<file path="src/rtl/mem_arbiter.sv">
// mem_arbiter: two-requester arbiter in front of a single-outstanding memory port.
//
// An instruction-fetch requester (i_*) and a data requester (d_*) share one memory
// port (m_*). At most one transaction is in flight. When both ask in the same idle
// cycle the data side wins, unless it has already won STARVE_MAX times in a row while
// fetch was waiting; then fetch wins once and the count starts over.
//
// Ports
//   clk, rst                    rising-edge clock, asynchronous active-high reset
//   i_req_i, i_addr_i           fetch read request and address
//   i_gnt_o                     fetch grant pulse (idle cycle only)
//   i_rvalid_o, i_rdata_o       fetch read data, forwarded from the memory port
//   d_req_i, d_we_i, d_addr_i,  data request, write enable, address,
//   d_wdata_i, d_wstrb_i        write data and byte strobes
//   d_gnt_o                     data grant pulse (idle cycle only)
//   d_rvalid_o, d_rdata_o       load data, forwarded from the memory port
//   m_req_o, m_we_o, m_addr_o,  memory request and payload; the payload holds
//   m_wdata_o, m_wstrb_o        its last latched value when no request is active
//   m_ready_i                   memory accepts the request
//   m_rvalid_i, m_rdata_i       memory read response
//   busy_o                      high whenever the arbiter is not idle
//   err_o                       sticky: a read response arrived with none pending

module mem_arbiter #(
    parameter int unsigned STARVE_MAX = 4,
    parameter int unsigned AW         = 32
) (
    input  logic          clk,
    input  logic          rst,

    input  logic          i_req_i,
    input  logic [AW-1:0] i_addr_i,
    output logic          i_gnt_o,
    output logic          i_rvalid_o,
    output logic [31:0]   i_rdata_o,

    input  logic          d_req_i,
    input  logic          d_we_i,
    input  logic [AW-1:0] d_addr_i,
    input  logic [31:0]   d_wdata_i,
    input  logic [3:0]    d_wstrb_i,
    output logic          d_gnt_o,
    output logic          d_rvalid_o,
    output logic [31:0]   d_rdata_o,

    output logic          m_req_o,
    output logic          m_we_o,
    output logic [AW-1:0] m_addr_o,
    output logic [31:0]   m_wdata_o,
    output logic [3:0]    m_wstrb_o,
    input  logic          m_ready_i,
    input  logic          m_rvalid_i,
    input  logic [31:0]   m_rdata_i,

    output logic          busy_o,
    output logic          err_o
);

    // Counter is at least 3 bits wide and wide enough to hold STARVE_MAX.
    localparam int unsigned SW = ($clog2(STARVE_MAX + 1) > 3) ? $clog2(STARVE_MAX + 1) : 3;
    localparam logic [SW-1:0] StarveMax = SW'(STARVE_MAX);

    typedef enum logic [1:0] {
        StIdle,
        StIssue,
        StWait
    } state_e;

    typedef enum logic {
        OwnI,
        OwnD
    } owner_e;

    state_e          state_q;
    owner_e          owner_q;
    logic [SW-1:0]   starve_q;
    logic            m_we_q;
    logic [AW-1:0]   m_addr_q;
    logic [31:0]     m_wdata_q;
    logic [3:0]      m_wstrb_q;
    logic            err_q;

    logic in_idle;
    logic starved;
    logic pick_d;
    logic pick_i;

    // Arbitration decision, valid only while idle.
    always_comb begin
        in_idle = (state_q == StIdle);
        starved = (starve_q == StarveMax);
        pick_d  = d_req_i && !(i_req_i && starved);
        pick_i  = i_req_i && !pick_d;
    end

    // Single FSM/datapath register block. The grant decision uses the ungated
    // pick_* terms; rst only gates the combinational grant outputs.
    always_ff @(posedge clk or posedge rst) begin
        if (rst) begin
            state_q   <= StIdle;
            owner_q   <= OwnI;
            starve_q  <= '0;
            m_we_q    <= 1'b0;
            m_addr_q  <= '0;
            m_wdata_q <= '0;
            m_wstrb_q <= '0;
            err_q     <= 1'b0;
        end else begin
            case (state_q)
                StIdle: begin
                    if (pick_i) begin
                        owner_q   <= OwnI;
                        m_we_q    <= 1'b0;
                        m_addr_q  <= i_addr_i;
                        m_wdata_q <= '0;
                        m_wstrb_q <= '0;
                        state_q   <= StIssue;
                    end else if (pick_d) begin
                        owner_q   <= OwnD;
                        m_we_q    <= d_we_i;
                        m_addr_q  <= d_addr_i;
                        m_wdata_q <= d_wdata_i;
                        m_wstrb_q <= d_wstrb_i;
                        state_q   <= StIssue;
                    end

                    // Count only data wins that actually made fetch wait.
                    if (pick_i || !i_req_i) begin
                        starve_q <= '0;
                    end else if (pick_d && (starve_q != StarveMax)) begin
                        starve_q <= starve_q + SW'(1);
                    end
                end
                StIssue: begin
                    if (m_ready_i) begin
                        // Writes finish at acceptance; reads wait for the response.
                        state_q <= m_we_q ? StIdle : StWait;
                    end
                end
                StWait: begin
                    if (m_rvalid_i) begin
                        state_q <= StIdle;
                    end
                end
                default: begin
                    state_q <= StIdle;
                end
            endcase

            // A response with no read outstanding is a protocol error; it is dropped.
            if (m_rvalid_i && (state_q != StWait)) begin
                err_q <= 1'b1;
            end
        end
    end

    logic fwd;

    always_comb begin
        i_gnt_o    = in_idle && !rst && pick_i;
        d_gnt_o    = in_idle && !rst && pick_d;

        // Read data is forwarded in the same cycle the memory returns it.
        fwd        = (state_q == StWait) && m_rvalid_i;
        i_rvalid_o = fwd && (owner_q == OwnI);
        d_rvalid_o = fwd && (owner_q == OwnD);
        i_rdata_o  = i_rvalid_o ? m_rdata_i : '0;
        d_rdata_o  = d_rvalid_o ? m_rdata_i : '0;

        m_req_o    = (state_q == StIssue);
        m_we_o     = m_we_q;
        m_addr_o   = m_addr_q;
        m_wdata_o  = m_wdata_q;
        m_wstrb_o  = m_wstrb_q;

        busy_o     = !in_idle;
        err_o      = err_q;
    end

endmodule

</file>
<file path="config.mk">
export PLATFORM = sky130hd
export DESIGN_NAME = mem_arbiter
export DESIGN_NICKNAME = d
export VERILOG_FILES = /design/src/rtl/mem_arbiter.sv
export SDC_FILE = /design/constraint.sdc
export NUM_CORES = 1
export LEC_CHECK = 0
export BUFFER_PORTS_ARGS = -buffer_cell sky130_fd_sc_hd__buf_2
export CAP_MARGIN = 20
export CORE_UTILIZATION = 25
export CTS_CLUSTER_DIAMETER = 80
export CTS_CLUSTER_SIZE = 10
export DETAILED_ROUTE_END_ITERATION = 8
export GPL_ROUTABILITY_DRIVEN = 0
export PLACE_DENSITY = 0.57
export SYNTH_ARGS = -nofsm -noshare
export SYNTH_HDL_FRONTEND = slang
export SYNTH_SLANG_ARGS = --single-unit
</file>
<file path="constraint.sdc">
create_clock -name clk -period 2.43 [get_ports clk]
set_input_delay 0.1215 -clock clk [delete_from_list [all_inputs] [get_ports clk]]
set_output_delay 0.1215 -clock clk [all_outputs]
set_load 0.02 [all_outputs]
</file>
---- After elaboration in Yosys (flattened, before gate mapping) ----
Index checks and enable logic that the tools add are counted.
cells by class
  bitwise logic cells ..................... 1
  shift-type cells ........................ 0
  div/mod/pow operators ................... 0
  multiply operators ...................... 0
  mux-type cells .......................... 20
  reduce and logical (&&, ||, !) cells .... 23
  equality and inequality tests ........... 8
  $lt $le $gt $ge ......................... 0
  add/subtract/negate cells ............... 1
operators by type and width
  operator                                             count
  two-way mux 32 bit                                   6
  logical AND 1 bit                                    11
  two-way mux 2 bit                                    5
  two-way mux 4 bit                                    2
  two-way mux 3 bit                                    2
  case mux 2 bit (3 select lines)                      1
  logical NOT 1 bit                                    5
  two-way mux 1 bit                                    4
  != test 2 bit, second input constant                 2
  AND reduction 2 bit                                  2
  nonzero test 2 bit                                   2
  adder 3 x 1 -> 3 bit, second input constant          1
  equality test 3 bit, second input constant           1
  != test 3 x 1 -> 1 bit, second input constant        1
  != test 3 bit, second input constant                 1
  AND reduction 3 bit                                  1
  equality test 2 x 1 -> 1 bit, second input constant  1
  equality test 2 bit, second input constant           1
  logical NOT 2 bit                                    1
  != test 2 x 1 -> 1 bit, second input constant        1
  logical OR 1 bit                                     1
  inverter 1 bit                                       1
storage, ports and cells
  output and inout port bits .............. 140
  bits of input ports ..................... 139
  memory bits (read-only) ................. 0
  bits in latches ......................... 0
  memories kept ........................... 0
  logic and storage cells ................. 61
  bits in writable memories ............... 0
  register bits ........................... 76

---- Depth between registers and ports, before layout ----
Gate-level depths: netlist of the first run.
  word-level depth ........................ 9
  depth in mapped cells ................... 7
  depth with buffers taken out ............ 5

---- Worst setup path after synthesis of the first run ----
Ideal clock, no wire load.
  kind .................................... input to output
  start point ............................. in rst
  end point ............................... out d_gnt_o
  path buffers ............................ 0
  arrival time ............................ 2251 ps
  cell stages on the path ................. 2
  path slack .............................. 58 ps
  path through ............................ inv_1 -> and4_1
between the ends
  longest elaborated chain between the ends .. 3
RTL lines
  item                             line  source
  from (decl)                      29    input logic rst,
  logical NOT 1 bit                161   d_gnt_o = in_idle && !rst && pick_d;
  logical AND 1 bit (2 in series)  161
  to (decl)                        42    output logic d_gnt_o,
No other way between the ends.

---- Worst setup path after layout of the first run ----
  start point ............................. reg state_q[0]
  end point ............................... out i_rdata_o[16]
between the ends
  longest elaborated chain between the ends .. 4
RTL lines
  item                    line  source
  from (decl)             74    state_e state_q;
  from (signal assigned)  100   state_q <= StIdle;
  from (signal assigned)  117   state_q <= StIssue;
  from (signal assigned)  124   state_q <= StIssue;
  equality test 2 bit     164   fwd = (state_q == StWait) && m_rvalid_i;
  logical AND 1 bit       164
  logical AND 1 bit       165   i_rvalid_o = fwd && (owner_q == OwnI);
  two-way mux 32 bit      167   i_rdata_o = i_rvalid_o ? m_rdata_i : '0;
  to (decl)               35    output logic [31:0] i_rdata_o,
No other way between the ends.

==> summary.md, run 1 <==
| Metric | Value |
|---|---|
| Status | finished, final reports clean |
| Post-layout min period | just under 2 ns |
| Synth unique cells | 30 |
| Mapped Nets | about 570 |
| GR Util All Layers | 15.7% |
| Int Pwr | 3.92 mW |
| Antenna Cells | 0 |
| Post-layout util | 36.7% |
| Largest net degree at the start of global routing | 71 |
| Worst Slack Setup Final | between 0.4 and 0.5 ns |
| Commonest cells in the netlist | dfrtp_1, nand3_1, and2_1 |
| Clk pwr share | 17.4% |
| DP HPWL | 9490 µm |
| Hold Vio Cnt, Final | 0 |
| Sequential share of power | 30.9% |
| Post-synth ARST share | 100% |
| Worst-path clk slew | 0.06 ns |
| CP arrival | 1.81 ns |
| RR Endpoint | m_addr_o[13] |
| Power, Total | around 7 mW |
| Drt first pass iters | 4 |
| First-pass GRT wire length | 21900 µm |
| DR DRC count | 0 |
| Slew Limit Fails | 0 |
| Worst hold path class | input port to flip-flop |
| Hold Worst Slack | 0.0205 ns |
| Latest clock arrival within the worst-skew pair | 0.34 ns |
| Top_reg_cell synth | dfrtp_1 |
| # setup viols final | 0 |
| # IOs | 279 |
| Routed WL per cell | 15.1 µm |
| Reg2reg setup slack | approximately 0.76 ns |
| Post-synth EDFFs | 0 |
| CTS sink count | 76 |
| Initial antenna violation count | 0 |
| Critical path type | flip-flop to primary output |
| Number of DRC markers in iteration 0 | roughly 190 |
| CP required | 2.31 ns |
| Die X-Extent | 132 µm |
| WL final | between 10000 and 15000 µm |
| Worst setup path end | i_rdata_o[16] |
| Critical Path Fanout Max | 33 |
| RSZ-0062 raised after global routing | false |
| Crit. End Element | primary output |
| Row count | between 40 and 50 |
| Final worst-path cycle share | between 70% and 80% |
| Synth-to-Final Area Change | 43.7% |
| Max-cap violations | 0 |
| Maximum clock rate | just over 500 MHz |
| Yosys top cell by area | dfrtp_1 |
| Slew Limit Headroom | 60.9% |
| CTS HTree Levels | 3 |
| CP cell instances | nand2b_1 > nor3b_2 > buf_4 > and2_1 > buf_2 |
| Worst slew pin tran | 0.586 ns |
| Critical path launch point | state_q[0] |
| #FFs+latches synth | 76 |
| Net Sw Frac | 44.2% |
| CORE AREA | 16500 µm² |
| Cell depth of the worst flop-to-flop path | 7 |
| CTS tree | done |
| PostCTS Resize Cnt | 0 |
| Antenna-violating nets left | 0 |
| PwrDens | 1160 nW/µm² |
| Slowest CP cell | dfrtp_1 |
| Fin Clk Skew | 0.00286 ns |
| Vias in the first global route | around 4100 |
| Yosys synthesis warning count | 0 |
| CP startpoint kind | flip-flop |
| CTS root buf | clkbuf_16 |
| Fin Setup TNS | 0 ns |
| Mapped Area | about 4200 µm² |
| Gate power share | 51.7% |
| Die footprint | 17400 µm² |
| Share of cells above drive strength 1 | between 40% and 50% |
| Sequential element share of the synthesized area | 45.0% |
| Top-area cell type share of the netlist area | 45.0% |
| Number of port buffers | between 200 and 300 |
| Clock Tree Buf Depth | 2 |
| Mapped Cells | 427 |
| Top-count cell post-synth | dfrtp_1 |
| Critical Path Max Stage Delay | 0.42 ns |
| Die Ht | 132 µm |
| Vias per Instance | 4.69 |
| Initial Utilization | 25.6% |
| Net Switching | between 3 and 4 mW |
| Overflow after GRT | 0 |
| Dpl ws | 0.746 ns |
| Worst vdd ir | about 570 µV |
| Avg Inst Size Synth | 9.90 µm² |
| Worst reg2reg path startpoint | starve_q[0] |
| DR vias | 4255 |
| LEAKAGE | 3.10 nW |
| TritonCTS Buffers | 9 |
| Fin nets | 823 |
| Ranking of synthesized cells by area | dfrtp_1, o221ai_2, and2_1, nand3_1, o2bb2ai_1 |
layer usage:
metal | global-route usage [%] | wire length, µm
met1 | 20.7 | 6330
met3 | 4.04 | 864
met2 | 24.9 | 6330
met5 | 0 | 0
met4 | 4.91 | 202
final cells by class:
| class | count | area, µm² |
|---|---|---|
| Clock inverter | 2 | 10.0 |
| Timing Repair Buffer | 293 | 1530 |
| Inverter | 39 | 148 |
| Clock buffer | 14 | 254 |
| Tap cell | 220 | 275 |
| Fill cell | 1694 | 10500 |
| Multi-Input combinational cell | 263 | 1950 |
| Sequential cell | 76 | 1900 |
power by group through the flow:
| stage | logic, mW | registers (mW) | clock network, mW |
|---|---|---|---|
| floorplan | 1.96 | 2.81 | 0 |
| global placement | 3.65 | 2.17 | 0 |
| detailed placement | 3.67 | 2.17 | 0 |
| CTS | 3.67 | 2.17 | 1.28 |
| global route | 3.96 | 2.24 | 1.33 |
| finish | 3.62 | 2.17 | 1.22 |
what timing repair did:
item	CTS	global route
hold buffers	2	0
hold endpoints to repair	77	0
setup buffers	0	0
registers in the layout, indices dropped and copies added (netlist names):
register,count
state_q,2
err_o,1
starve_q,3
owner_q,1
m_addr_o,32
m_wdata_o,32
m_wstrb_o,4
m_we_o,1
how the worst min path moves through the flow:
stage / start / endpoint / slack (ns) / cells after the start
after detailed placement: rst / m_addr_o[22] / 0.30 / 3
after floorplan: m_rvalid_i / state_q[1] / 0.21 / 1
after global placement: rst / starve_q[2] / 0.31 / 3
final: m_rvalid_i / state_q[1] / 0.02 / 2
after global routing: m_rvalid_i / state_q[1] / 0.03 / 2
after CTS: m_rvalid_i / state_q[1] / 0.003 / 2
per-stage QoR:
stage | area (µm²) | std cells
after floorplan | 4230 | 427
after global routing | 6070 | 907
after global placement | 5790 | 889
final | 6070 | 907
after CTS | 6070 | 907
after detailed placement | 5790 | 889
worst max-delay path: cells and delay by family, from the launching register on:
family | cells | cell delay, ns
and+or+nand+nor | 3 | 0.59
DFF | 1 | 0.42
buffers and inverters | 2 | 0.45
kinds of logic (layout without fill, tap and decap cells):
family / Yosys count / after routing / synth area share [%]
buffers and inverters: 88 / 348 / 9.33
AO/OA/AOI/OAI: 80 / 80 / 20.4
flip-flops: 76 / 76 / 45.0
adder cells (fa/ha/maj): 2 / 2 / 0.592
AND/OR/NAND/NOR: 181 / 181 / 24.7
placed cells by master, fill, tap and decap left out, types with 2 or more instances in the layout:
cell type | synthesis | routed
buf_2 | 9 | 278
clkinv_2 | 0 | 3
and2_1 | 64 | 64
nand2_1 | 2 | 2
o2bb2ai_1 | 38 | 38
nand2b_1 | 3 | 3
a21oi_1 | 2 | 2
buf_4 | 4 | 11
o21ai_0 | 3 | 3
nand4_1 | 33 | 33
nand3_1 | 71 | 71
dlygate4sd3_1 | 0 | 2
buf_12 | 0 | 2
o221ai_2 | 29 | 29
ha_1 | 2 | 2
clkbuf_1 | 28 | 4
inv_1 | 39 | 38
dfrtp_1 | 76 | 76
o221ai_1 | 3 | 3
clkbuf_16 | 0 | 9
nor2_4 | 0 | 2
Power figures use the tool's default switching activity.
==> inputs of run 2 (changes only) <==
--- a/config.mk
+++ b/config.mk
@@ -12,7 +12,7 @@
 export CTS_CLUSTER_SIZE = 10
 export DETAILED_ROUTE_END_ITERATION = 8
 export GPL_ROUTABILITY_DRIVEN = 0
-export PLACE_DENSITY = 0.57
+export PLACE_DENSITY = 0.59
 export SYNTH_ARGS = -nofsm -noshare
 export SYNTH_HDL_FRONTEND = slang
 export SYNTH_SLANG_ARGS = --single-unit
==> constraint.sdc (replaced) <==
create_clock -name clk -period 1.77 [get_ports clk]
set_input_delay 0.0885 -clock clk [delete_from_list [all_inputs] [get_ports clk]]
set_output_delay 0.0885 -clock clk [all_outputs]
set_load 0.02 [all_outputs]
==> run 2 against run 1 <==
The flow now finishes with violations (negative setup slack). Total power grew 46%. Worst setup slack worse by 0.51 ns. Clock power rose by 48%. Sequential share of layout area is 3.1 points lower. Die area unchanged. Clock-buffer cell count down 1. Core utilization rose by 4.1 points. Global-route usage grew 0.98 points. Critical path type unchanged. Critical endpoint is now i_rdata_o[10]. Largest cell class is now non-clock buffers. Highest routed layer unchanged.
==> summary.md, run 2 (same netlist as run 1, synthesis figures left out) <==
| Metric | Value |
|---|---|
| Crit. End Element | primary output |
| CTS HTree Levels | 3 |
| Worst hold path class | input port to flip-flop |
| Share of cells above drive strength 1 | around 54% |
| CP required | 1.68 ns |
| Fin nets | 851 |
| Post-layout min period | 1.79 ns |
| Routed WL per cell | 16.0 µm |
| Critical Path Max Stage Delay | roughly 0.40 ns |
| Hold Path Stages | 3 |
| PwrDens | 1520 nW/µm² |
| DR vias | 4345 |
| Dpl ws | around 0.12 ns |
| RSZ-0062 raised after global routing | true |
| Placed inst area | ~6000 µm² |
| LEAKAGE | about 3.3 nW |
| Fin Clk Skew | around 0.0063 ns |
| WP buf/inv | 3 |
| CP cell instances | nand2b_4 > nor3b_4 > buf_6 > clkbuf_16 > and2_1 > buf_6 |
| Initial antenna violation count | 1 |
| Fin area | 6760 µm² |
| CORE AREA | 16500 µm² |
| CP arrival | 1.70 ns |
| Worst slew pin tran | 0.430 ns |
| GR Util All Layers | roughly 17% |
| # IOs | 279 |
| Worst reg2reg path startpoint | state_q[0] |
| Overflow after GRT | 0 |
| RR Endpoint | starve_q[0] |
| Most common cell after layout, fill and taps aside | buf_2 |
| Worst Slack Setup Final | -0.0153 ns |
| Fin Setup TNS | -0.0229 ns |
| Antenna-violating nets left | 0 |
| Die Ht | 132 µm |
| Worst-path clk slew | 0.06 ns |
| Worst path most repeated cell | buf_6 |
| Largest net degree at the start of global routing | 77 |
| Vias per Instance | ~4.6 |
| Commonest non-fill, non-tap cells in the layout | buf_2, dfrtp_1, nand3_1, and2_1, o2bb2ai_1 |
| Worst vdd ir | approximately 760 µV |
| DP HPWL | 9900 µm |
| CP Depth | 6 |
| Number of port buffers | around 280 |
| Critical Path Fanout Max | 8 |
| Drt first pass iters | 4 |
| CTS sink count | 76 |
| Cell depth of the worst flop-to-flop path | 7 |
| Number of DRC markers in iteration 0 | roughly 210 |
| WL final | around 15000 µm |
| Slew Limit Fails | 0 |
| Delay-heaviest family, CP | simple AND/OR/NAND/NOR gates |
| CP startpoint kind | flip-flop |
| Synth-to-Final Area Change | 59.9% |
| CTS root buf | clkbuf_16 |
| DR DRC count | 0 |
| Hold Vio Cnt, Final | 0 |
| Initial Utilization | around a quarter |
| Vias in the first global route | roughly 4200 |
| Worst min-delay path startpoint | d_wdata_i[11] |
| CTS tree | done |
| Reg2reg setup slack | 0.19 ns |
| Power, Total | around 10 mW |
| Die footprint | roughly 17000 µm² |
| Die X-Extent | 132 µm |
| Status | complete, but fails checks |
| First-pass GRT wire length | approximately 23000 µm |
| Slew Limit Headroom | 71.3% |
| Row count | 47 |
| Failing checks | negative setup slack |
| Final worst-path cycle share | 101% |
| # setup viols final | 3 |
| Maximum clock rate | 560 MHz |
| Critical path type | flip-flop to primary output |
| Hold Worst Slack | 0.0152 ns |
| TritonCTS Buffers | 9 |
| Hold endpoint | m_wdata_o[11] |
| Slowest CP cell | dfrtp_1 |
| Max-cap violations | 0 |
| Clock Tree Buf Depth | 2 |
| Latest clock arrival within the worst-skew pair | 0.33 ns |
run 2: cell types whose count changed in the layout (fill, tap and decap cells not counted), moves of 2 or more:
| cell | before | now |
|---|---|---|
| dlygate4sd3_1 | 2 | 10 |
| buf_12 | 2 | 10 |
| buf_2 | 278 | 245 |
| and2_1 | 64 | 42 |
| and2_4 | 1 | 23 |
| buf_6 | 0 | 31 |
| clkinv_2 | 3 | 1 |
| buf_4 | 11 | 23 |
run 2: layout make-up:
type / instances / area, µm²
tap: 220 / 275
antenna: 1 / 2.50
inverter: 39 / 150
timing repair buffer: 321 / 2100
clock inverter: 2 / 35.0
sequential: 76 / 1900
multi-input combinational: 263 / 2040
clock buffer: 13 / 250
fill: 1648 / 9770
run 2: how the worst max path moves through the flow:
stage / start / end
finish: state_q[0] / i_rdata_o[10]
global route: state_q[0] / i_rdata_o[10]
CTS: state_q[0] / i_rdata_o[15]
detailed placement: starve_q[0] / m_addr_o[22]
global placement: starve_q[0] / m_addr_o[20]
floorplan: rst / d_gnt_o
run 2: where the power goes:
part	internal (mW)	total [mW]	switching (mW)
Clock	1.12	1.81	0.686
Sequential	2.54	2.98	0.439
Combinational	2.21	5.49	3.28
Total	5.88	10.3	4.40
run 2: worst reg2reg max path, stage by stage, from the launching register on:
cell     delay (ns)
dfrtp_1        0.40
buf_4          0.15
nor2_4         0.16
buf_4          0.16
buf_4          0.14
buf_4          0.19
nand3_1        0.12
o21ai_0        0.17
run 2: timing repair:
action	4_1_cts	5_1_grt
gates cloned	1	1
setup endpoints to repair	33	97
pin swaps	2	12
hold endpoints to repair	85	0
gates resized for setup	16	78
buffers inserted	5	3
hold buffers	10	0
run 2: metrics by stage:
step	instances	utilization (%)
after floorplan	427	-
after global routing	935	40.9
final	935	40.9
after CTS	930	39.2
after global placement	899	36.0
after detailed placement	899	36.0
run 2: per-layer routing:
layer / vias up / wire, µm / GRT usage, %
met2: 136 / 6980 / 25.7
met4: 0 / 220 / 4.26
li1: 2110 / - / -
met1: 2081 / 6760 / 22.7
met5: - / 0 / 0
met3: 18 / 961 / 4.73
